## src/rtl/led_pwm_breather.sv

```systemverilog
// Breathing LED driver: turns the prescaler carry strobe into a triangle-ramped PWM level.
// Define LED_PWM_BREATHER_GAMMA_EN to square the level for a perceptual (gamma ~2) ramp.
//
// state     | meaning
// ----------+--------------------------------------------
// RAMP_UP   | level rises by one per applied step
// HOLD_HI   | level held at MAX for HOLD_STEPS steps
// RAMP_DOWN | level falls by one per applied step
// HOLD_LO   | level held at 0 for HOLD_STEPS steps
module led_pwm_breather #(
    parameter int PWM_BITS   = 8,
    parameter int STEP_DIV   = 4,
    parameter int HOLD_STEPS = 8,
    parameter int NUM_LEDS   = 5
) (
    input  logic                CLK,
    input  logic                RESETB,
    input  logic                TICK,
    input  logic                EN,
    output logic [NUM_LEDS-1:0] D,
    output logic [PWM_BITS-1:0] LEVEL,
    output logic                PHASE
);

    localparam int DIV_W  = (STEP_DIV > 1) ? $clog2(STEP_DIV) : 1;
    localparam int HOLD_W = (HOLD_STEPS > 1) ? $clog2(HOLD_STEPS) : 1;
    localparam logic [PWM_BITS-1:0] MAX       = '1;
    localparam logic [DIV_W-1:0]    DIV_LAST  = DIV_W'(STEP_DIV - 1);
    localparam logic [HOLD_W-1:0]   HOLD_LAST = HOLD_W'(HOLD_STEPS - 1);

    typedef enum logic [1:0] {RAMP_UP, HOLD_HI, RAMP_DOWN, HOLD_LO} state_t;

    state_t              state, state_nxt;
    logic [PWM_BITS-1:0] pwm_cnt;
    logic [PWM_BITS-1:0] level_nxt;
    logic [PWM_BITS-1:0] duty_base;
    logic [DIV_W-1:0]    div_cnt;
    logic [HOLD_W-1:0]   hold_cnt, hold_nxt;
    logic                step_pending;
    logic                period_end;
    logic                div_wrap;
    logic                apply_step;

    assign period_end = EN && (pwm_cnt == MAX);
    assign div_wrap   = EN && TICK && (div_cnt == DIV_LAST);
    assign apply_step = period_end && step_pending;

    // Steps are only consumed at a period boundary so the duty never changes mid-period.
    always_ff @(posedge CLK or negedge RESETB) begin
        if (!RESETB) begin
            pwm_cnt      <= '0;
            div_cnt      <= '0;
            step_pending <= 1'b0;
        end else begin
            pwm_cnt <= EN ? pwm_cnt + 1'b1 : '0;
            if (EN && TICK) begin
                div_cnt <= div_wrap ? '0 : div_cnt + 1'b1;
            end
            if (apply_step) begin
                step_pending <= div_wrap;
            end else if (div_wrap) begin
                step_pending <= 1'b1;
            end
        end
    end

    always_ff @(posedge CLK or negedge RESETB) begin
        if (!RESETB) begin
            state    <= RAMP_UP;
            LEVEL    <= '0;
            hold_cnt <= '0;
        end else begin
            state    <= state_nxt;
            LEVEL    <= level_nxt;
            hold_cnt <= hold_nxt;
        end
    end

    always_comb begin
        state_nxt = state;
        level_nxt = LEVEL;
        hold_nxt  = hold_cnt;
        if (apply_step) begin
            case (state)
                RAMP_UP: begin
                    if (LEVEL != MAX) level_nxt = LEVEL + 1'b1;
                    if (level_nxt == MAX) begin
                        state_nxt = HOLD_HI;
                        hold_nxt  = '0;
                    end
                end
                HOLD_HI: begin
                    if (hold_cnt == HOLD_LAST) state_nxt = RAMP_DOWN;
                    else                       hold_nxt  = hold_cnt + 1'b1;
                end
                RAMP_DOWN: begin
                    if (LEVEL != '0) level_nxt = LEVEL - 1'b1;
                    if (level_nxt == '0) begin
                        state_nxt = HOLD_LO;
                        hold_nxt  = '0;
                    end
                end
                HOLD_LO: begin
                    if (hold_cnt == HOLD_LAST) state_nxt = RAMP_UP;
                    else                       hold_nxt  = hold_cnt + 1'b1;
                end
                default: state_nxt = RAMP_UP;
            endcase
        end
    end

    always_comb begin
        PHASE = (state == RAMP_UP) || (state == HOLD_HI);
    end

`ifdef LED_PWM_BREATHER_GAMMA_EN
    logic [2*PWM_BITS-1:0] level_sq;
    assign level_sq  = LEVEL * LEVEL;
    assign duty_base = PWM_BITS'(level_sq >> PWM_BITS);
`else
    assign duty_base = LEVEL;
`endif

    // LED i runs at half the duty of LED i-1.
    always_ff @(posedge CLK or negedge RESETB) begin
        if (!RESETB) begin
            D <= '0;
        end else begin
            for (int i = 0; i < NUM_LEDS; i++) begin
                D[i] <= EN && (pwm_cnt < (duty_base >> i));
            end
        end
    end

endmodule

```

## config.mk

```make
export PLATFORM = sky130hd
export DESIGN_NAME = led_pwm_breather
export DESIGN_NICKNAME = d
export VERILOG_FILES = /design/src/rtl/led_pwm_breather.sv
export SDC_FILE = /design/constraint.sdc
export NUM_CORES = 1
export LEC_CHECK = 0
export CORE_UTILIZATION = 50
export DETAILED_ROUTE_END_ITERATION = 6
export GPL_ROUTABILITY_DRIVEN = 0
export HOLD_SLACK_MARGIN = 0.1
export PLACE_DENSITY = 0.8
export RECOVER_POWER = 25
export SLEW_MARGIN = 5
export SYNTH_ARGS = -nofsm -noshare
export SYNTH_HDL_FRONTEND = slang
export SYNTH_SLANG_ARGS = --single-unit
```

## constraint.sdc

```tcl
create_clock -name CLK -period 6.25 [get_ports CLK]
set_clock_uncertainty 0.1 [all_clocks]
set_input_delay 0.625 -clock CLK [delete_from_list [all_inputs] [get_ports CLK]]
set_output_delay 0.625 -clock CLK [all_outputs]
set_load 0.02 [all_outputs]
```

* Word-level counts from Yosys, hierarchy flattened *
Index checks and enable logic that the tools add are counted.
W data, S select, Z words.

word-level totals
  output and inout port bits = 14
  flip-flop bits (word level) = 29
  word-level logic and storage cells = 69
  input port bits = 4

cells by class
  muxes and demuxes = 20
  reductions and logical operators = 19
  add/sub/neg operators = 5
  equality and inequality tests = 13
  magnitude comparators = 5

operator list
  operator               count
  $mux W8                7
  $add A8 B1 Y8 const B  2
  $eq A8 B8 Y1 const B   2
  $pmux W8 S2            1
  $mux W2                5
  $ne A2 B2 Y1 const B   5
  $logic_and A1 B1 Y1    9
  $mux W3                3
  $pmux W3 S3            1
  $logic_not A8 Y1       1
  $lt A8 B4 Y1           1
  $lt A8 B5 Y1           1
  $lt A8 B6 Y1           1
  $lt A8 B7 Y1           1
  $lt A8 B8 Y1           1
  $ne A8 B8 Y1 const B   1
  $pmux W2 S4            1
  $reduce_bool A8 Y1     1
  $sub A8 B1 Y8 const B  1
  $eq A2 B2 Y1 const B   3
  $reduce_and A5 Y1      1
  $reduce_and A4 Y1      1
  $reduce_bool A2 Y1     2
  $add A3 B1 Y3 const B  1
  other kinds (8)        9

* Depth between registers and ports, before layout *
Gate-level depths: netlist of the first run.

  word-level depth = 7
  depth in mapped cells = 10
  gate-level depth less buffers = 8

* Least setup slack after synthesis of the first run *
No wires, ideal clock.

  kind = register to register
  start point = register LEVEL[1]
  end point = register hold_cnt[0]
  required time = 6025 ps
  path buffers = 2
  stages on the path, launching flop included = 11
  arrival time = 2862 ps
  path slack = 3163 ps
  period minus slack after synthesis = 3087 ps
  library setup time = 125 ps
  path through = dfrtp_1 clkbuf_1 inv_1 ha_1 or4b_4 or2_1 buf_6 o41a_1 a221oi_4 o211ai_2 mux2_4

on the way
  cells in the longest elaborated chain, start to end = 7
  elaborated cells between the ends (all ways) = 15
  those cells by class = 2 x add/sub; 4 x eq/ne; 6 x mux; 3 x reduce/logical

RTL lines
  element                                                  line    RTL
  start, declared                                          21      output logic [PWM_BITS-1:0] LEVEL,
  start signal, assigned                                   74      LEVEL <= level_nxt;
  $add A8 B1 Y8 (tied with other cells)                    86      if (LEVEL != MAX) level_nxt = LEVEL + 1'b1;
  $mux W8, on equally long branches                        86, 97
  $mux W8                                                  84      case (state)
  $mux W8                                                  83      if (apply_step) begin
  $eq A8 B8 Y1 / $logic_not A8 Y1 (equally long branches)  87, 98
  $ne A2 B2 Y1 (no line)                                   n/a
  $reduce_and A4 Y1 (no line) (*)                          n/a
  end signal, assigned                                     75      hold_cnt <= hold_nxt;
  end, declared                                            38      logic [HOLD_W-1:0] hold_cnt, hold_nxt;

Every way passes the cells marked *; elsewhere a longest branch is shown, timed or not. The select of a mux whose other input is x is not followed.
A chain may end at the register's enable or synchronous reset.

* Final worst setup path of the first run *
Ends and elaborated chain as after synthesis.

==> results of run 1 <==
## Yosys cell counts (4+ instances only)
cell type,number,area (um^2)
nor2_1,10,37.5
dfrtp_1,29,726
mux2i_1,4,40.0
nand3_1,9,45.0
nand2b_1,7,43.8
clkbuf_1,11,41.3
a22o_1,5,43.8
and2_1,10,62.6
a21oi_1,6,30.0
nor3_1,4,20.0
inv_1,15,56.3
o21ai_0,20,100
a31oi_1,4,25.0
nand2_1,10,37.5
ha_1,36,450
a21o_1,15,113
xnor2_1,5,43.8
nand4_1,8,50.1
## sequential cells by signal, indices dropped and copies added (netlist names)
| signal | flops |
|---|---|
| pwm_cnt | 8 |
| D | 5 |
| LEVEL | 8 |
| hold_cnt | 3 |
| step_pending | 1 |
| div_cnt | 2 |
| state | 2 |
## layout make-up
type | instances | area [um^2]
Sequential cell | 29 | 726
Fill cell | 413 | 1940
Tap cell | 67 | 83.8
Multi-Input combinational cell | 205 | 1610
Timing Repair Buffer | 18 | 174
Clock inverter | 3 | 65.1
Clock buffer | 5 | 68.8
Inverter | 15 | 56.3
## metrics by stage
step | instances | power [W] | util (%)
after global placement | 334 | 0.000268 | 56.2
after detailed placement | 334 | 0.000273 | 56.2
after global routing | 342 | 0.000527 | 58.9
after CTS | 342 | 0.000511 | 59.0
after floorplan | 263 | 0.000250 | -
final | 342 | 0.000506 | 58.9
## power by group through the flow
stage | Combinational [W] | Sequential [W] | Clock, W
2_1_floorplan | 0.0000344 | 0.000215 | 0
3_3_place_gp | 0.0000547 | 0.000214 | 0
3_5_place_dp | 0.0000580 | 0.000215 | 0
4_1_cts | 0.0000583 | 0.000211 | 0.000241
5_1_grt | 0.0000641 | 0.000213 | 0.000250
6_report | 0.0000566 | 0.000211 | 0.000238
## path summary, 6_finish.rpt
path | endpoint | slack, ns | cells after the start
setup / recovery | hold_cnt[0] | 3.04 | 8
hold / removal | hold_cnt[2] | 0.39 | 1
setup reg to reg | hold_cnt[0] | 3.04 | 8
hold reg to reg | hold_cnt[2] | 0.39 | 1
max in group asynchronous | D[2] | 3.92 | 2
min in group asynchronous | LEVEL[7] | 1.18 | 2
## routing by layer
metal  track usage, %  vias up  share of wire [%]
met4             9.59        0                1.7
met5                0        -                  0
met2             36.2       62                 47
met3             4.86        9                4.7
met1             30.3      973                 46
li1                 -     1004                  -
## kinds of logic (layout without fill, tap and decap cells)
logic type                 after synthesis  in the layout  synth area share, %
adders and majority gates               36             36                 18.3
muxes                                    7              7                 3.31
buffers and inverters                   29             41                 5.09
AOI/OAI and AO/OA                       75             75                 22.7
and+or+nand+nor                         79             79                 18.2
xor gates and xnor gates                 8              8                 2.85
DFF                                     29             29                 29.5
==> run summary, run 1 <==
Number of global-route vias before repair: 1960
Slowest CP cell: dfrtp_1
Setup ws final: 3.04 ns
Maximum VDD drop: 0.127 mV
Status: finished with violations
RSZ-0062 raised after global routing: no
Clk pwr share: 47.0%
Vias/cell: 5.99
H-tree levels: 2
Residual DRC: 0
# IOs: 18
Bufs and invs on worst path: 1
Worst path required time: 6.33 ns
First-pass DRT Iterations: 4
Maximum number of pins on one net before global-route repair: 30
WP data arrival: 3.28 ns
Min Hold Slack: 0.389 ns
Post-Syn Instances: 263
Crit. End Element: flip-flop
Post-DRT Antenna Nets: 0
Overflow after GRT: 0
DIE WIDTH: 72.1 um
Final #Nets: 314
Total track usage: 22.9%
CTS root buffer: clkbuf_8
Core Box Area: 4720 um^2
Placement Setup Slack: 3.08 ns
Final setup viols: 0
Commonest non-fill, non-tap cell in the layout: ha_1
Final WL: 5.34 mm
Tmin final: 3.21 ns
Net Count, Synth: 303
Share of post-route cells with drive strength above 1: 6.18%
Top_reg_cell synth: dfrtp_1
Static leakage: 1.20 nW
Hold path start: hold_cnt[2]
# port buffers: 17
Worst Hold Class: flip-flop to flip-flop
First-pass GRT wire length: 9.31 mm
CTS tree: yes
HPWL after DPL: 3.76 mm
Most frequent cells in the layout: ha_1, dfrtp_1, o21ai_0
Syn_area_per_cell: 9.35 um^2
Synth Register Bits: 29
Reg clk slew, reported paths: 0.07 ns
Worst-Skew Late Latency: 0.29 ns
Via count: 2048
CP startpoint kind: flip-flop
Peak Freq: 0.312 GHz
Initial Util: 52.1%
Height of the die: 72.1 um
Hold_buf cts: 0
Row count: 25
Max stage delay on crit path: 0.54 ns
Antenna Cells: 0
Critical path class: flip-flop to flip-flop
Library cells used by synthesis: 54
CTS max path bufs: 2
R2r startpoint: LEVEL[1]
Post-synth ARST share: 100%
Sequential share of the synthesized area: 29.5%
Switching share of total power: 22.8%
Crit-path cells: inv_1 -> ha_1 -> or4b_4 -> or2_1 -> o41a_1 -> a221oi_4 -> o211ai_2 -> mux2_4
Area delta synth->final: 13.1%
Worst-Margin Slew: 1.63 ns
Slew Limit Fails: 30
PD cells: 182 nW/um^2
Synthesized cell area: 2460 um^2
Setup repair bufs after CTS: 0
DR WL/cell: 15.6 um
Final hold vios: 0
Tcrit/Tclk final: 51.3%
Setup TNS: 0 ns
CP delay by family, top: compound AO/OA/AOI/OAI gates
Sw power: 0.000115 W
CTS buffer count: 5
Logic pwr share: 11.2%
CTS resizes: 0
Post-synth EDFFs: 0
CP Max Fanout: 15
Initial antenna violation count: 0
Slew HR: -8.79%
Max Cap Viol: 1
Post-DP Area: 2650 um^2
Design area: 2780 um^2
Drt first-iter violations: 199
Worst setup path startpoint: LEVEL[1]
Flop pwr share: 41.8%
Failing checks: capacitance limit, slew limit
Synth warn: 0
Clock sinks: 29
Cell-internal power: 0.000390 W
Die area: 5200 um^2
No activity file was read; power rests on OpenSTA's default activity.
==> run 2: changes to the inputs <==
--- a/config.mk
+++ b/config.mk
@@ -9,7 +9,7 @@
 export DETAILED_ROUTE_END_ITERATION = 6
 export GPL_ROUTABILITY_DRIVEN = 0
 export HOLD_SLACK_MARGIN = 0.1
-export PLACE_DENSITY = 0.8
+export PLACE_DENSITY = 0.82
 export RECOVER_POWER = 25
 export SLEW_MARGIN = 5
 export SYNTH_ARGS = -nofsm -noshare
==> constraint.sdc (replaced) <==
create_clock -name CLK -period 2.76 [get_ports CLK]
set_clock_uncertainty 0.1 [all_clocks]
set_input_delay 0.276 -clock CLK [delete_from_list [all_inputs] [get_ports CLK]]
set_output_delay 0.276 -clock CLK [all_outputs]
set_load 0.02 [all_outputs]
==> run 2 against run 1 <==
Effect of this change: the run still ends with capacitance limit, slew limit left; sequential cell count unchanged; via count up 5.8%; sequential share of layout area down 1.4 points.
==> run summary, run 2 (synthesized netlist as in run 1, its figures left out) <==
Drt first-iter violations: 283
Initial antenna violation count: 0
Maximum VDD drop: 0.220 mV
Biggest regs: LEVEL x8, pwm_cnt x8, D x5
Total track usage: 23.7%
Slew HR: -6.10%
Max Cap Viol: 1
Core Box Area: 4720 um^2
Height of the die: 72.1 um
Critical path class: flip-flop to flip-flop
WP data arrival: 2.81 ns
Initial Util: 52.1%
Antenna Cells: 0
PD cells: 366 nW/um^2
DIE WIDTH: 72.1 um
Post-layout util: 62.4%
Static leakage: 1.30 nW
Final WL: 5.63 mm
Post-DRT Antenna Nets: 0
HPWL after DPL: 3.97 mm
Worst Hold Class: flip-flop to flip-flop
Hold_buf cts: 0
CTS buffer count: 5
Status: finished with violations
Hold path start: hold_cnt[1]
Via count: 2167
CTS root buffer: clkbuf_8
Final setup viols: 0
Tcrit/Tclk final: 98.9%
Most frequent cells in the layout: ha_1, dfrtp_1, o21ai_0
Design area: 2950 um^2
R2r startpoint: LEVEL[0]
R2R setup slack: 0.03 ns
Number of global-route vias before repair: 2120
First-pass GRT wire length: 9.61 mm
Post-DP Area: 2810 um^2
Row count: 25
Worst path required time: 2.84 ns
Share of post-route cells with drive strength above 1: 14.2%
Final #Nets: 334
Area delta synth->final: 19.8%
Tot Pwr: 0.00108 W
Final hold vios: 0
CP startpoint kind: flip-flop
Failing checks: capacitance limit, slew limit
Slew Limit Fails: 30
Die area: 5200 um^2
Vias/cell: 5.99
DR WL/cell: 15.5 um
CTS tree: yes
# port buffers: 17
CTS max path bufs: 2
Reg clk slew, reported paths: 0.07 ns
Fillers: 388
H-tree levels: 2
CP Max Fanout: 4
Tmin final: 2.73 ns
Clock sinks: 29
Peak Freq: 0.366 GHz
# IOs: 18
Commonest non-fill, non-tap cell in the layout: ha_1
Min Hold Slack: 0.381 ns
Worst-Margin Slew: 1.59 ns
Worst-Skew Late Latency: 0.29 ns
RSZ-0062 raised after global routing: yes
First-pass DRT Iterations: 5
Crit. End Element: flip-flop
Residual DRC: 0
Non-filler cells, final: 362
Placed cells: 351
Overflow after GRT: 0
Worst setup path startpoint: LEVEL[0]
Maximum number of pins on one net before global-route repair: 30
run 2: per-layer routing:
| layer | vias up | global-route usage [%] | wire length [um] |
|---|---|---|---|
| li1 | 1043 | - | - |
| met1 | 1022 | 29.2 | 2450 |
| met2 | 83 | 40.1 | 2720 |
| met3 | 19 | 4.86 | 293 |
| met4 | 0 | 10.5 | 166 |
| met5 | - | 0 | 0 |
run 2: final timing paths:
check	to	cells past startpoint
min in group asynchronous	LEVEL[2]	2
max in group asynchronous	LEVEL[1]	2
hold / removal	hold_cnt[1]	1
setup reg to reg	hold_cnt[0]	8
hold reg to reg	hold_cnt[1]	1
setup / recovery	hold_cnt[0]	8
run 2: repair_timing:
action / in CTS / in global routing
gates resized for setup: 0 / 4
setup endpoints to repair: 0 / 2
buffers inserted: 0 / 3
run 2: power by group:
group / internal, W / total [W] / switching, W / leakage (nW)
Sequential: 0.000455 / 0.000470 / 0.0000155 / 0.384
Clock: 0.000294 / 0.000464 / 0.000170 / 0.0585
Combinational: 0.0000771 / 0.000144 / 0.0000672 / 0.857
Total: 0.000826 / 0.00108 / 0.000252 / 1.30
run 2: area by class of cell:
cell class                 count  area [um^2]  area share (%)
tap                           67         83.8            2.85
sequential                    29          728            24.7
clock buffer                   7         86.3            2.93
clock inverter                 1         30.0            1.02
multi-input combinational    205         1620            55.1
inverter                      15         66.3            2.25
timing repair buffer          38          328            11.1
run 2: worst max-delay path: stages, from the launching register on:
cell and delay (ns):
dfrtp_2 0.42, clkinv_4 0.07, ha_4 0.12, or4b_4 0.45, or2_4 0.25, o41a_1 0.35
a221oi_4 0.35, o211ai_2 0.18, mux2_4 0.32
run 2: stage by stage:
stage | setup TNS [ns] | setup WS [ns]
after floorplan | -0.506 | -0.189
after global placement | 0 | 0.0686
after detailed placement | 0 | 0.0118
after CTS | 0 | 0.00524
after global routing | -0.0297 | -0.0261
final | 0 | 0.0291
==> run 3: changes to the inputs <==
--- a/config.mk
+++ b/config.mk
@@ -5,7 +5,9 @@
 export SDC_FILE = /design/constraint.sdc
 export NUM_CORES = 1
 export LEC_CHECK = 0
+export ABC_AREA = 0
 export CORE_UTILIZATION = 50
+export CTS_CLUSTER_SIZE = 25
 export DETAILED_ROUTE_END_ITERATION = 6
 export GPL_ROUTABILITY_DRIVEN = 0
 export HOLD_SLACK_MARGIN = 0.1
==> results of run 3 <==
Final layout, timing and power as in run 2 (identical DEF).
